File: src/rtl/semaforo_pkg.sv
// Shared state codes and output-bit positions for the car/pedestrian traffic-light controller.
package semaforo_pkg;

  localparam logic [2:0] VERDE_CARRO  = 3'b000;
  localparam logic [2:0] AMARELO      = 3'b001;
  localparam logic [2:0] INDEF        = 3'b010;
  localparam logic [2:0] VERMELHO_SEG = 3'b011;
  localparam logic [2:0] VERDE_PED    = 3'b100;
  localparam logic [2:0] PISCA_PED    = 3'b101;

  localparam int unsigned SAIDA_CARRO_VERM  = 4;
  localparam int unsigned SAIDA_CARRO_AMAR  = 3;
  localparam int unsigned SAIDA_CARRO_VERDE = 2;
  localparam int unsigned SAIDA_PED_VERM    = 1;
  localparam int unsigned SAIDA_PED_VERDE   = 0;

endpackage

File: src/rtl/semaforo_ped_ctrl_if.sv
// Control/status bundle of the traffic-light controller; master drives the inputs.
interface semaforo_ped_ctrl_if;
  logic       tick;
  logic       modo_piscante;
  logic       botao_ped;
  logic [2:0] estado;
  logic [4:0] saida;
  logic       pedido_pend;

  modport master (
    output tick, modo_piscante, botao_ped,
    input  estado, saida, pedido_pend
  );

  modport slave (
    input  tick, modo_piscante, botao_ped,
    output estado, saida, pedido_pend
  );
endinterface

File: src/rtl/contador_fase.sv
// Phase-duration counter: advances on tick, wraps at limite-1 and flags the terminal tick.
module contador_fase #(
  parameter int unsigned LARG_CONT = 8
) (
  input  logic                 clk,
  input  logic                 rst,
  input  logic                 tick,
  input  logic                 clr,
  input  logic [LARG_CONT-1:0] limite,
  output logic [LARG_CONT-1:0] cont,
  output logic                 fim
);

  assign fim = tick && (cont == limite - LARG_CONT'(1));

  always_ff @(posedge clk or posedge rst) begin
    if (rst) begin
      cont <= '0;
    end else if (clr) begin
      cont <= '0;
    end else if (tick) begin
      cont <= fim ? '0 : cont + 1'b1;
    end
  end

endmodule

File: src/rtl/semaforo_ped_ctrl.sv
// Vehicle/pedestrian traffic-light FSM with latched ped request and flashing maintenance mode.
// Optional SEMAFORO_SOB_DEMANDA_EN: car green holds until a pedestrian request is pending.
module semaforo_ped_ctrl
  import semaforo_pkg::*;
#(
  parameter int unsigned LARG_CONT = 8,
  parameter int unsigned T_VERDE   = 6,
  parameter int unsigned T_AMARELO = 2,
  parameter int unsigned T_SEG     = 1,
  parameter int unsigned T_PED     = 4,
  parameter int unsigned T_PISCA   = 6
) (
  input logic                clk,
  input logic                rst,
  semaforo_ped_ctrl_if.slave bus
);

  logic [2:0]           estado_q, estado_d;
  logic                 pisca_q, pisca_d;
  logic                 pedido_q, pedido_d;
  logic [LARG_CONT-1:0] cont, limite;
  logic                 fim, clr, espera, tick_cnt;

`ifdef SEMAFORO_SOB_DEMANDA_EN
  // Gating the counter's tick saturates cont at T_VERDE-1 until a request is pending.
  assign espera = (estado_q == VERDE_CARRO) && !pedido_q &&
                  (cont == LARG_CONT'(T_VERDE - 1));
`else
  assign espera = 1'b0;
`endif

  assign tick_cnt = bus.tick && !espera;
  assign clr = bus.modo_piscante ||
               !(estado_q inside {VERDE_CARRO, AMARELO, VERMELHO_SEG, VERDE_PED, PISCA_PED});

  always_comb begin
    limite = LARG_CONT'(T_VERDE);
    case (estado_q)
      AMARELO:      limite = LARG_CONT'(T_AMARELO);
      VERMELHO_SEG: limite = LARG_CONT'(T_SEG);
      VERDE_PED:    limite = LARG_CONT'(T_PED);
      PISCA_PED:    limite = LARG_CONT'(T_PISCA);
      default:      ;
    endcase
  end

  contador_fase #(
    .LARG_CONT (LARG_CONT)
  ) u_contador_fase (
    .clk    (clk),
    .rst    (rst),
    .tick   (tick_cnt),
    .clr    (clr),
    .limite (limite),
    .cont   (cont),
    .fim    (fim)
  );

  always_comb begin
    estado_d = estado_q;
    if (bus.modo_piscante) begin
      estado_d = INDEF;
    end else begin
      case (estado_q)
        VERDE_CARRO:  if (fim) estado_d = AMARELO;
        AMARELO:      if (fim) estado_d = VERMELHO_SEG;
        VERMELHO_SEG: if (fim) estado_d = VERDE_PED;
        VERDE_PED:    if (fim) estado_d = PISCA_PED;
        PISCA_PED:    if (fim) estado_d = VERDE_CARRO;
        INDEF:        estado_d = VERDE_CARRO;
        default:      estado_d = INDEF;
      endcase
    end
  end

  always_comb begin
    pisca_d = pisca_q;
    if ((estado_d != estado_q) && (estado_d == PISCA_PED || estado_d == INDEF)) begin
      pisca_d = 1'b1;
    end else if (bus.tick && (estado_q == PISCA_PED || estado_q == INDEF)) begin
      pisca_d = ~pisca_q;
    end
  end

  // Clearing on VERDE_PED entry takes priority over a press on the same edge.
  always_comb begin
    pedido_d = pedido_q;
    if (estado_d == VERDE_PED && estado_q != VERDE_PED) begin
      pedido_d = 1'b0;
    end else if (bus.botao_ped && estado_d != VERDE_PED) begin
      pedido_d = 1'b1;
    end
  end

  always_ff @(posedge clk or posedge rst) begin
    if (rst) begin
      estado_q <= VERDE_CARRO;
      pisca_q  <= 1'b1;
      pedido_q <= 1'b0;
    end else begin
      estado_q <= estado_d;
      pisca_q  <= pisca_d;
      pedido_q <= pedido_d;
    end
  end

  always_comb begin
    bus.saida = '0;
    case (estado_q)
      VERDE_CARRO: begin
        bus.saida[SAIDA_CARRO_VERDE] = 1'b1;
        bus.saida[SAIDA_PED_VERM]    = 1'b1;
      end
      AMARELO: begin
        bus.saida[SAIDA_CARRO_AMAR] = 1'b1;
        bus.saida[SAIDA_PED_VERM]   = 1'b1;
      end
      VERMELHO_SEG: begin
        bus.saida[SAIDA_CARRO_VERM] = 1'b1;
        bus.saida[SAIDA_PED_VERM]   = 1'b1;
      end
      VERDE_PED: begin
        bus.saida[SAIDA_CARRO_VERM] = 1'b1;
        bus.saida[SAIDA_PED_VERDE]  = 1'b1;
      end
      PISCA_PED: begin
        bus.saida[SAIDA_CARRO_VERM] = 1'b1;
        bus.saida[SAIDA_PED_VERM]   = pisca_q;
      end
      INDEF:   bus.saida[SAIDA_CARRO_AMAR] = pisca_q;
      default: ;
    endcase
  end

  assign bus.estado      = estado_q;
  assign bus.pedido_pend = pedido_q;

endmodule
File: src/flat_wrapper.sv
// flat-port wrapper written by rule: the top's interface ports become plain ports
module semaforo_ped_ctrl_flat import semaforo_pkg::*;
#(
  parameter int unsigned LARG_CONT = 8,
  parameter int unsigned T_VERDE   = 6,
  parameter int unsigned T_AMARELO = 2,
  parameter int unsigned T_SEG     = 1,
  parameter int unsigned T_PED     = 4,
  parameter int unsigned T_PISCA   = 6
)
  (clk, rst, bus_tick, bus_modo_piscante, bus_botao_ped, bus_estado, bus_saida, bus_pedido_pend);
  semaforo_ped_ctrl_if bus_i ();
  input logic clk;
  input logic rst;
  input wire logic [$bits(bus_i.tick)-1:0] bus_tick;
  input wire logic [$bits(bus_i.modo_piscante)-1:0] bus_modo_piscante;
  input wire logic [$bits(bus_i.botao_ped)-1:0] bus_botao_ped;
  output wire logic [$bits(bus_i.estado)-1:0] bus_estado;
  output wire logic [$bits(bus_i.saida)-1:0] bus_saida;
  output wire logic [$bits(bus_i.pedido_pend)-1:0] bus_pedido_pend;
  assign bus_i.tick = bus_tick;
  assign bus_i.modo_piscante = bus_modo_piscante;
  assign bus_i.botao_ped = bus_botao_ped;
  assign bus_estado = bus_i.estado;
  assign bus_saida = bus_i.saida;
  assign bus_pedido_pend = bus_i.pedido_pend;
  semaforo_ped_ctrl #(.LARG_CONT(LARG_CONT), .T_VERDE(T_VERDE), .T_AMARELO(T_AMARELO), .T_SEG(T_SEG), .T_PED(T_PED), .T_PISCA(T_PISCA)) u_core (.clk(clk), .rst(rst), .bus(bus_i));
endmodule
File: config.mk
export PLATFORM = sky130hd
export DESIGN_NAME = semaforo_ped_ctrl_flat
export DESIGN_NICKNAME = d
export VERILOG_FILES = /design/src/rtl/semaforo_pkg.sv /design/src/rtl/semaforo_ped_ctrl_if.sv /design/src/rtl/contador_fase.sv /design/src/rtl/semaforo_ped_ctrl.sv /design/src/flat_wrapper.sv
export SDC_FILE = /design/constraint.sdc
export NUM_CORES = 1
export LEC_CHECK = 0
export ABC_CLOCK_PERIOD_IN_PS = 4000
export BUFFER_PORTS_ARGS = -buffer_cell sky130_fd_sc_hd__buf_2
export CORE_MARGIN = 2
export CORE_UTILIZATION = 58
export DETAILED_ROUTE_END_ITERATION = 8
export GPL_TIMING_DRIVEN = 0
export PLACE_DENSITY = 0.9
export SYNTH_ARGS = -nofsm -noshare
export SYNTH_HDL_FRONTEND = slang
export SYNTH_SLANG_ARGS = --single-unit
File: constraint.sdc
create_clock -name clk -period 4 [get_ports clk]
set_input_delay 0.4 -clock clk [delete_from_list [all_inputs] [get_ports clk]]
set_output_delay 0.4 -clock clk [all_outputs]
set_load 0.03 [all_outputs]
# ---- Word-level counts from Yosys, hierarchy flattened
# Cells that the tools add are included.
dict set report word_totals {
  wordCells 55
  output_inout_bits 9
  regBits 13
  input_bits 5
}
dict set report classes {
  mux 20
  reduce_logical 16
  n_addsub 2
  eq_ne 12
  bitwise_logic 1
}
# op n
set op_table {}
lappend op_table {{$mux 8} 3}
lappend op_table {{$mux 3} 6}
lappend op_table {{$pmux 3 s6} 1}
lappend op_table {{$eq 3x3->1 const B} 4}
lappend op_table {{$eq 3x2->1 const B} 3}
lappend op_table {{$pmux 3 s3} 1}
lappend op_table {{$add 8x1->8 const B} 1}
lappend op_table {{$eq 8x8->1} 1}
lappend op_table {{$mux 1} 7}
lappend op_table {{$ne 3x3->1 const B} 2}
lappend op_table {{$reduce_bool 2->1} 3}
lappend op_table {{$reduce_or 3->1} 2}
lappend op_table {{$logic_and 1x1->1} 5}
lappend op_table {{$reduce_bool 5->1} 1}
lappend op_table {{$pmux 1 s2} 2}
lappend op_table {{$sub 3x1->4 const B} 1}
lappend op_table {{$eq 3x1->1 const B} 1}
lappend op_table {{$logic_not 3->1} 1}
lappend op_table {{$logic_or 1x1->1} 3}
lappend op_table {{$ne 3x3->1} 1}
lappend op_table {{$logic_not 1->1} 1}
lappend op_table {{$not 1->1} 1}

# ---- Depth between registers and ports, before layout
# Gate-level depths: netlist (run 1).
dict set report logic_depth {
  word_depth 12
  ltp_mapped 9
  mapped_depth_nobuf 8
}

# ---- Hierarchy
# A second synthesis (run 1) with hierarchy kept.
dict set report unflattened {
  hier_cells 137
  hier_area_um2 1131.1
}
# module n_inst cells_each seq_area_each_um2 area_per_inst_um2
set by_module_without_submodules {}
lappend by_module_without_submodules {contador_fase 1 83 200.2 694.4}
lappend by_module_without_submodules {semaforo_ped_ctrl 1 54 126.4 436.7}

# ---- Worst setup path before layout (run 1)
# OpenSTA, ideal clock, no wires.
dict set report synth_path {
  kind {reg-to-output}
  from {register u_core.estado_q[0], in the netlist u_core.bus.estado[0]}
  to {output port bus_saida[1]}
  t_required_ps 3600
  path_buffers 1
  arrival_time_ps 1681
  slack_ps 1919
  stages_incl_launch_ff 4
  path_cell_list {dfrtp_1 > clkbuf_1 > a21oi_1 > o21ai_0}
}
dict set report synth_via {
  elab_chain_len 3
  elab_cells_between_ends 6
  classes_between {eq/ne: 3; mux: 1; reduce/logical: 2}
}
# item line
set synth_rtl {}
lappend synth_rtl {{from (decl)} semaforo_ped_ctrl.sv:18} ;# logic [2:0] estado_q, estado_d;
lappend synth_rtl {{from (signal assigned)} semaforo_ped_ctrl.sv:101} ;# estado_q <= estado_d;
lappend synth_rtl {{$eq 3x2->1 (tied with other cells)} semaforo_ped_ctrl.sv:109} ;# case (estado_q)
lappend synth_rtl {{$reduce_or 3->1 (no line)} n/a}
lappend synth_rtl {{$pmux 1 s2 (*)} semaforo_ped_ctrl.sv:109}
lappend synth_rtl {{to (decl)} flat_wrapper.sv:19} ;# output wire logic [$bits(bus_i.saida)-1:0] bus_saida;
# Every way passes the cells marked *; elsewhere a longest branch is shown, timed or not.

# ---- Final worst setup path (run 1)
# Same ends and word-level chain as after synthesis.

==> results of run 1 <==
cells by family after synthesis:
logic type	count (synthesis)	synth area share
simple gates	46	0.306
compound gates	22	0.176
flops	13	0.374
buf+inv	10	0.0559
xor+xnor	6	0.0603
mux	1	0.0129
fa+ha+maj	1	0.0143
registers in the layout, summed over array words and instances, names as in the netlist:
| signal | flops |
|---|---|
| u_core.u_contador_fase.cont | 8 |
| u_core.bus.pedido_pend | 1 |
| u_core.bus.estado | 3 |
| u_core.pisca_q | 1 |
Yosys cell counts, types with 2 or more instances:
cell       n  area [um2]
nand2b_4   3        41.3
nand2b_1   4        25.0
xor2_1     3        26.3
nand3_1    3        15.0
a21o_1     2        15.0
and3_1     4        25.0
o21a_1     2        15.0
o2111a_1   2        22.5
nor2_1    13        48.8
dfrtp_1   12         300
a21oi_1    5        25.0
o21ai_0    5        25.0
nand2_1    7        26.3
xnor2_1    3        26.3
nand3b_1   3        22.5
inv_1      4        15.0
clkbuf_1   3        11.3
worst min-delay path by stage:
stage / startpoint / endpoint / slack [ns]
after floorplan: rst / u_core.bus.estado[0] / 0.28
after global placement: rst / u_core.bus.pedido_pend / 0.44
after detailed placement: rst / u_core.bus.pedido_pend / 0.45
after CTS: rst / u_core.bus.pedido_pend / 0.14
after global routing: rst / u_core.bus.pedido_pend / 0.18
final: rst / u_core.bus.pedido_pend / 0.12
critical path: stages (launching register included):
cell and delay (ns):
dfrtp_1 0.50, clkbuf_1 0.35, a21oi_1 0.12, o21ai_0 0.14
buf_2 0.22
through the flow:
step                utilization  hold slack (ns)  instances  total power (W)
global route              0.724            0.184        130         0.000259
global placement          0.704            0.443        126         0.000169
detailed placement        0.704            0.452        126         0.000170
finish                    0.724            0.125        130         0.000250
floorplan                     -            0.276         99         0.000161
CTS                       0.724            0.141        130         0.000253
cell type report:
cell class                      instances  area, um2
Fill cell                             104        373
Tap cell                               15       18.8
Sequential cell                        13        327
Multi-Input combinational cell         76        497
Buffer                                  6       33.8
Inverter                                4       15.0
Clock buffer                            4       26.3
Timing Repair Buffer                   12       60.1
layer usage:
layer	wire length (um)	up-vias
li1	-	386
met2	844	31
met3	104	2
met5	0	-
met1	885	392
met4	18	0
cells in the final DEF (no fill, tap or decap), types with 3 or more instances in the layout:
cell type,Yosys,final
a21oi_1,5,5
and3_1,4,4
buf_2,0,12
clkbuf_1,3,4
clkbuf_4,0,3
dfrtp_1,12,12
inv_1,4,4
nand2_1,7,7
nand2b_1,4,4
nand2b_4,3,3
nand3_1,3,3
nand3b_1,3,3
nor2_1,13,13
o21ai_0,5,5
xnor2_1,3,3
xor2_1,3,3
report_power, final:
part | total, W | leakage (nW) | switching [W] | internal, W
logic | 0.0000295 | 0.264 | 0.0000187 | 0.0000108
clock network | 0.0000827 | 0.0150 | 0.0000440 | 0.0000387
registers | 0.000138 | 0.170 | 0.00000309 | 0.000135
==> flow_summary.ini, run 1 <==
[outcome]
status = finished clean

[setup_path]
cp-endpoint = bus_saida[1]
reg2reg_to = u_core.u_contador_fase.cont[2]
end_kind = output pin
setup.worst_path.start = u_core.bus.estado[0]
cp.arrival_ns = 1.61
critPathLaunchType = flip-flop
rr_worst_depth = 7
worstSetupPathType = reg -> out
r2r_setup_slack_ns = 2.07
r2r-start = u_core.bus.estado[1]
worstPathRequired_ns = 3.60
critPathMaxFanout = 10

[route]
vias = 811
dr.first_iter.drc_count = 38
finalWirelength_mm = 1.85
dr.pass1.iters = 4
routed_via_density = 6.24
remaining_drc_errors = 0
ant_nets = 0
avgRoutedWirePerCell_um = 14.3

[synth]
synth_seq_cells = 13
ys.warnings.count = 0
synth_nets = 105
synth-edff-count = 0
synth_cells = 99
async_flop_share = 1.00
syn_area_per_cell_um2 = 8.81
synth.distinct_cells = 38
synth-seq-area-share = 0.374
ys.flop_type = dfrtp_1
syn_area_um2 = 872

[sta]
relSlewSlack = 0.665
finalHoldViolCount = 0
timing.final.crit_share = 0.501
setup_ws_ns = 1.99
setup_violations = 0
final.setup.tns_ns = 0
slew_viol_final = 0
fmax_mhz = 499
timing.final.crit_period_ns = 2.01
rsz0062_at_grt = false
clock_skew_ns = 0.00772
worst_slew_pin_slew_ns = 0.502

[global_routing]
grt_pass1_wl_mm = 3.15
met3_usage = 0.0426
grt_use_met2 = 0.355
track_usage = 0.224
antenna_found_initial = 0
grt.busiest_layer = met2
gr-total-overflow = 0
grt_max_degree = 14
met1_usage = 0.315
grt_pass1_vias = 727

[die]
die_y_um = 42.8
die_w_um = 42.8
core_um2 = 1350
start_util = 0.646
die_area_um2 = 1830
rows = 13
top_level_ports = 14

[placed_design]
pre_cts_slack_ns = 2.08
placed_area_um2 = 951
gp_congestion = 0.856
place_hpwl_mm = 1.32
io_buffers = 12

[clock_tree]
cts_buffer_depth = 2
htreeDepth = 1
clock_sinks = 13
cts_hold_buf = 0
clkSlewWorstSetupHoldPaths_ns = 0.08
cts-resized-gates = 0
cts_tree = built
numCtsBuffers = 3
cts-root-buf = clkbuf_4
clock_latency_ns = 0.28
cts_setup_buffers = 0

[finish]
fin_area_um2 = 977
area_growth_pct = 12.1
num_antenna_cells = 0
nets = 122
drive_gt1_frac = 0.200

[power_and_ir_drop]
powerDensity_nw_per_um2 = 256
ir_worst_vdd_mv = 0.260
p_leak_nw = 0.450

[run]
drv_cap = 0

[hold_path]
hp-class = in -> async
Note: power is estimated with default switching activity, not from simulation.
==> inputs of run 2 (changes only) <==
Settings changed: ABC_AREA set to 1, ABC_CLOCK_PERIOD_IN_PS 4000 to 1720, CORE_UTILIZATION 58 to 50, PLACE_DENSITY 0.9 to 0.82.
Clock period 4 ns to 1.72 ns, I/O delays scaled along.
==> flow_summary.ini, run 2 <==
[outcome]
status = finished, violations left
violations = negative setup slack

[placed_design]
place_hpwl_mm = 1.78
pre_cts_slack_ns = -0.0477
placed_cells_incl_taps = 181
io_buffers = 13
placed_area_um2 = 1110
gp_congestion = 0.964

[power_and_ir_drop]
p_sw_frac = 0.288
ir_worst_vdd_mv = 0.486
finalPower_w = 0.000633
power.share.sequential = 0.510
clock_power_share = 0.289
p_switching_w = 0.000182
powerDensity_nw_per_um2 = 474
p_leak_nw = 0.699
combPwrFrac = 0.201
p_int_w = 0.000450

[route]
ant_nets = 0
dr.pass1.iters = 4
vias = 1049
finalWirelength_mm = 2.85
routed_via_density = 5.30
dr.first_iter.drc_count = 44
remaining_drc_errors = 0
avgRoutedWirePerCell_um = 14.4

[sta]
relSlewSlack = 0.682
finalHoldViolCount = 0
timing.final.crit_share = 1.03
setup_violations = 3
fmax_mhz = 566
final.setup.tns_ns = -0.111
timing.final.crit_period_ns = 1.77
worst_slew_pin_slew_ns = 0.476
clock_skew_ns = 0.00142
setup_ws_ns = -0.0475
slew_viol_final = 0
rsz0062_at_grt = true

[synth]
synth_top_cell_by_area = dfrtp_1
synth.area.top_cells = dfrtp_1 (30%), nand2_1 (9.3%), inv_1 (7.8%)
ys.warnings.count = 0
yosysTopAreaCellShare = 0.298
synth_seq_cells = 13
syn_area_um2 = 1010
syn_area_per_cell_um2 = 7.15
synth-edff-count = 0
ys.flop_type = dfrtp_1
synth_nets = 147
synthTopCellsByCount = nand2_1 (25), inv_1 (21), nand3_1 (13), nor2_1 (13), dfrtp_1 (12)
synth_cells = 141
yosysMostFrequentCell = nand2_1
synth.distinct_cells = 29
async_flop_share = 1.00
synth-seq-area-share = 0.324

[finish]
drive_gt1_frac = 0.439
largest_reg_flops = 8
fin_area_um2 = 1330
fillers = 171
seq_area_um2 = 330
nets = 178
regMostFlops = u_core.u_contador_fase.cont
stdcell_count = 198
final_cell_mix = nand2_1 (23), inv_1 (17), buf_4 (14)
multi_input_area_um2 = 626
final_common_cell = nand2_1
num_antenna_cells = 0
area_growth_pct = 32.3

[global_routing]
gr-total-overflow = 0
grt_max_degree = 14
track_usage = 0.210
antenna_found_initial = 0
grt_pass1_vias = 943
grt_pass1_wl_mm = 3.92

[clock_tree]
numCtsBuffers = 3
cts-root-buf = clkbuf_4
clock_sinks = 13
clkSlewWorstSetupHoldPaths_ns = 0.07
clock_latency_ns = 0.27
cts_buffer_depth = 2
htreeDepth = 1
cts_tree = built

[run]
drv_cap = 0

[setup_path]
critPathLaunchType = flip-flop
worstSetupPathType = reg -> reg
critPathTopFamily = simple AND/OR/NAND/NOR gates
worst_path_most_repeated_cell = nand2_1
worstPathRequired_ns = 1.93
path_cells = buf_8, nand2_4, nand2_1, nand2_1, nand2_1, nand2_2, inv_2, nand2_4, nand2_2, nand3_2, nand2_2, nand2_1, nand2_1, nand3_2, nand2_1, nand2_1
critPathMaxFanout = 5
path_depth = 16
end_kind = flip-flop
crit_buf_inv = 2
rr_worst_depth = 16
cpMaxStageDelayCell = dfrtp_2
cp.arrival_ns = 1.98
cpPeakStageDelay_ns = 0.46

[die]
top_level_ports = 14
die_area_um2 = 2390
start_util = 0.525
rows = 16
die_y_um = 48.9
die_w_um = 48.9
core_um2 = 1920

[hold_path]
hold_depth = 3
hp-class = in -> reg
run 2: changes by cell type after synthesis, sizes merged, moves of 4 or more:
cell,before,now
nor2,13,18
inv,4,26
nand2b,7,0
nand2,7,37
o22ai,0,5
nand3,3,15
and3,4,0
run 2: layout make-up:
class / instances / area share
clock buffers: 4 / 0.0197
well taps: 27 / 0.0253
plain buffers: 2 / 0.0169
inverters: 26 / 0.0769
multi-input cells: 99 / 0.469
flip-flops and latches: 13 / 0.248
repair buffers: 27 / 0.144
run 2: worst paths after layout:
kind	start	endpoint	slack, ns
worst max-delay path	u_core.bus.estado[0]	u_core.pisca_q	-0.05
max in group asynchronous	rst	u_core.bus.estado[1]	0.91
worst max register to register	u_core.bus.estado[0]	u_core.pisca_q	-0.05
min in group asynchronous	rst	u_core.u_contador_fase.cont[0]	0.46
worst min register to register	u_core.bus.pedido_pend	u_core.bus.pedido_pend	0.56
worst min-delay path	bus_botao_ped	u_core.bus.pedido_pend	0.17
run 2: worst reg2reg max path: stages (launching register included):
cell and delay [ns]:
dfrtp_2 0.46, buf_8 0.15, nand2_4 0.06, nand2_1 0.06, nand2_1 0.04, nand2_1 0.07, nand2_2 0.08, inv_2 0.09
nand2_4 0.07, nand2_2 0.07, nand3_2 0.08, nand2_2 0.12, nand2_1 0.07, nand2_1 0.08, nand3_2 0.09, nand2_1 0.06
nand2_1 0.04
run 2: per-layer routing:
metal	vias to the layer above	routed length [um]	track usage
met5	-	0	0
met2	40	1500	0.354
met1	482	1140	0.270
li1	511	-	-
met4	0	132	0.114
met3	16	73	0.0123
run 2: metrics by stage:
step           utilization  hold WS, ns
6_report             0.694        0.170
5_1_grt              0.694        0.209
4_1_cts              0.613        0.160
3_5_place_dp         0.577        0.210
3_3_place_gp         0.577        0.200
2_1_floorplan            -       0.0481
run 2: kinds of logic after synthesis:
kind of cell	after synthesis	share of synthesized area
buffers and inverters	29	0.129
AND/OR/NAND/NOR	76	0.388
XOR/XNOR	5	0.0434
AO/OA/AOI/OAI	17	0.103
flip-flops	13	0.324
adder cells (fa/ha/maj)	1	0.0124
run 2: power by group through the flow:
| stage | clock network (W) | logic, W | registers [W] |
|---|---|---|---|
| 4_1_cts | 0.000194 | 0.000116 | 0.000323 |
| 6_report | 0.000183 | 0.000127 | 0.000323 |
| 3_5_place_dp | 0 | 0.000108 | 0.000328 |
| 5_1_grt | 0.000202 | 0.000140 | 0.000324 |
| 3_3_place_gp | 0 | 0.000105 | 0.000328 |
| 2_1_floorplan | 0 | 0.0000790 | 0.000330 |
run 2: what timing repair did:
action,CTS,global route
cloned,0,1
hold buffers,1,0
setup buffers,1,11
endpoints found under the setup margin,1,12
endpoints found under the hold margin,12,0
resized for setup,10,16
pin swaps,3,10
==> inputs of run 3 (changes only) <==
Settings changed: PLACE_DENSITY 0.82 to 0.78.
==> flow_summary.ini, run 3 (synthesized netlist as in run 2, its figures left out) <==
[sta]
setup_ws_ns = -0.00263
worst_slew_pin_slew_ns = 0.475
setup_violations = 1
timing.final.crit_share = 1.00
fmax_mhz = 581
rsz0062_at_grt = true
timing.final.crit_period_ns = 1.72
slew_viol_final = 0
finalHoldViolCount = 0
clock_skew_ns = 0.00172
relSlewSlack = 0.683

[setup_path]
critPathMaxFanout = 5
r2r-start = u_core.bus.estado[2]
critPathLaunchType = flip-flop
r2r_setup_slack_ns = -0.003
cpMaxStageDelayCell = dfrtp_2
worst_path_most_repeated_cell = nand2_1
worstPathRequired_ns = 1.92
worstSetupPathType = reg -> reg
reg2reg_to = u_core.pisca_q
end_kind = flip-flop
path_cells = inv_6, nand2_4, nand2_1, nand2_1, nand2_1, nand2_2, inv_2, nand2_4, nand2_1, nand3_2, nand2_2, nand2_1, nand2_1, nand3_1, nand2_1, nand2_1
cpPeakStageDelay_ns = 0.47
rr_worst_depth = 16
cp.arrival_ns = 1.92

[global_routing]
gr-total-overflow = 0
grt_pass1_vias = 969
grt_max_degree = 14
grt_pass1_wl_mm = 4.00
antenna_found_initial = 0
track_usage = 0.212

[hold_path]
hold_depth = 3
hold_end = u_core.bus.pedido_pend
min_from = bus_botao_ped
hp-class = in -> reg

[route]
dr.pass1.iters = 4
vias = 1013
routed_via_density = 5.19
ant_nets = 0
avgRoutedWirePerCell_um = 13.1
finalWirelength_mm = 2.55
dr.first_iter.drc_count = 9
remaining_drc_errors = 0

[die]
rows = 16
core_um2 = 1920
start_util = 0.525
die_y_um = 48.9
die_area_um2 = 2390
die_w_um = 48.9
top_level_ports = 14

[power_and_ir_drop]
power.share.sequential = 0.509
p_leak_nw = 0.680
p_sw_frac = 0.286
combPwrFrac = 0.207
clock_power_share = 0.284
p_int_w = 0.000453
ir_worst_vdd_mv = 0.420
p_switching_w = 0.000182
powerDensity_nw_per_um2 = 489

[finish]
final_common_cell = nand2_1
fillers = 185
area_growth_pct = 28.7
stdcell_count = 195
multi_input_area_um2 = 616
nets = 175
largest_reg_flops = 8
num_antenna_cells = 0
regMostFlops = u_core.u_contador_fase.cont
seq_area_um2 = 329
final_cell_mix = nand2_1 (25), inv_1 (17), nand3_1 (12)
drive_gt1_frac = 0.405
fin_area_um2 = 1300

[placed_design]
io_buffers = 13
gp_congestion = 0.856
place_hpwl_mm = 1.75
placed_area_um2 = 1110
placed_cells_incl_taps = 181

[clock_tree]
cts_tree = built
cts-root-buf = clkbuf_4
cts_buffer_depth = 2
clock_latency_ns = 0.27
htreeDepth = 1
clock_sinks = 13
numCtsBuffers = 3
clkSlewWorstSetupHoldPaths_ns = 0.07

[run]
drv_cap = 0

[outcome]
violations = negative setup slack
status = finished, violations left
-- run 3: changes by cell type in the layout (fill, tap and decap cells not counted), sizes merged --
cell	change
buf	-2
clkbuf	-1
-- run 3: worst max path at each step --
stage	start	to	cells after the start
6_report	u_core.bus.estado[2]	u_core.pisca_q	16
2_1_floorplan	u_core.bus.estado[1]	u_core.pisca_q	12
3_5_place_dp	u_core.bus.estado[2]	u_core.pisca_q	17
4_1_cts	u_core.bus.estado[2]	u_core.pisca_q	15
3_3_place_gp	u_core.bus.estado[2]	u_core.pisca_q	15
5_1_grt	u_core.bus.estado[0]	u_core.pisca_q	16
-- run 3: critical path: cells and delay by family (launching register included) --
kind	cells	cell delay, ns
DFF	1	0.47
and+or+nand+nor	14	0.99
buffers and inverters	2	0.20
-- run 3: power groups by stage --
stage | sequential [W] | clock, W | combinational (W)
floorplan | 0.000330 | 0 | 0.0000790
global placement | 0.000328 | 0 | 0.000105
detailed placement | 0.000328 | 0 | 0.000109
CTS | 0.000322 | 0.000184 | 0.000114
global route | 0.000324 | 0.000197 | 0.000144
finish | 0.000323 | 0.000180 | 0.000132
-- run 3: per-stage QoR --
stage                     hold slack (ns)   TNS, ns  power, W  worst slack (ns)   util
after floorplan                    0.0481         0  0.000409            0.0153      -
after global placement              0.203         0  0.000433           0.00211  0.577
after detailed placement            0.207   -0.0555  0.000437           -0.0456  0.577
after CTS                           0.166   -0.0170  0.000620           -0.0170  0.611
after global routing                0.252    -0.443  0.000666            -0.155  0.675
final                               0.173  -0.00263  0.000635          -0.00263  0.675
-- run 3: cell type report --
| cell class | count | area share |
|---|---|---|
| plain buffers | 2 | 0.0174 |
| clock buffers | 4 | 0.0203 |
| inverters | 26 | 0.0791 |
| multi-input cells | 99 | 0.474 |
| flip-flops and latches | 13 | 0.254 |
| well taps | 27 | 0.0260 |
| repair buffers | 24 | 0.129 |
-- run 3: metal layers --
layer	share of wire	up-vias	GRT usage
met1	0.41	476	0.242
met4	0.020	0	0.0905
met2	0.54	23	0.404
li1	-	508	-
met3	0.028	6	0.0153
met5	0	-	0
-- run 3: timing repair --
action / in CTS / in global routing
hold buffers: 1 / 0
pin swaps: 2 / 7
endpoints found under the setup margin: 2 / 11
gates resized for setup: 5 / 17
hold endpoints to repair: 12 / 0
setup buffers: 1 / 9
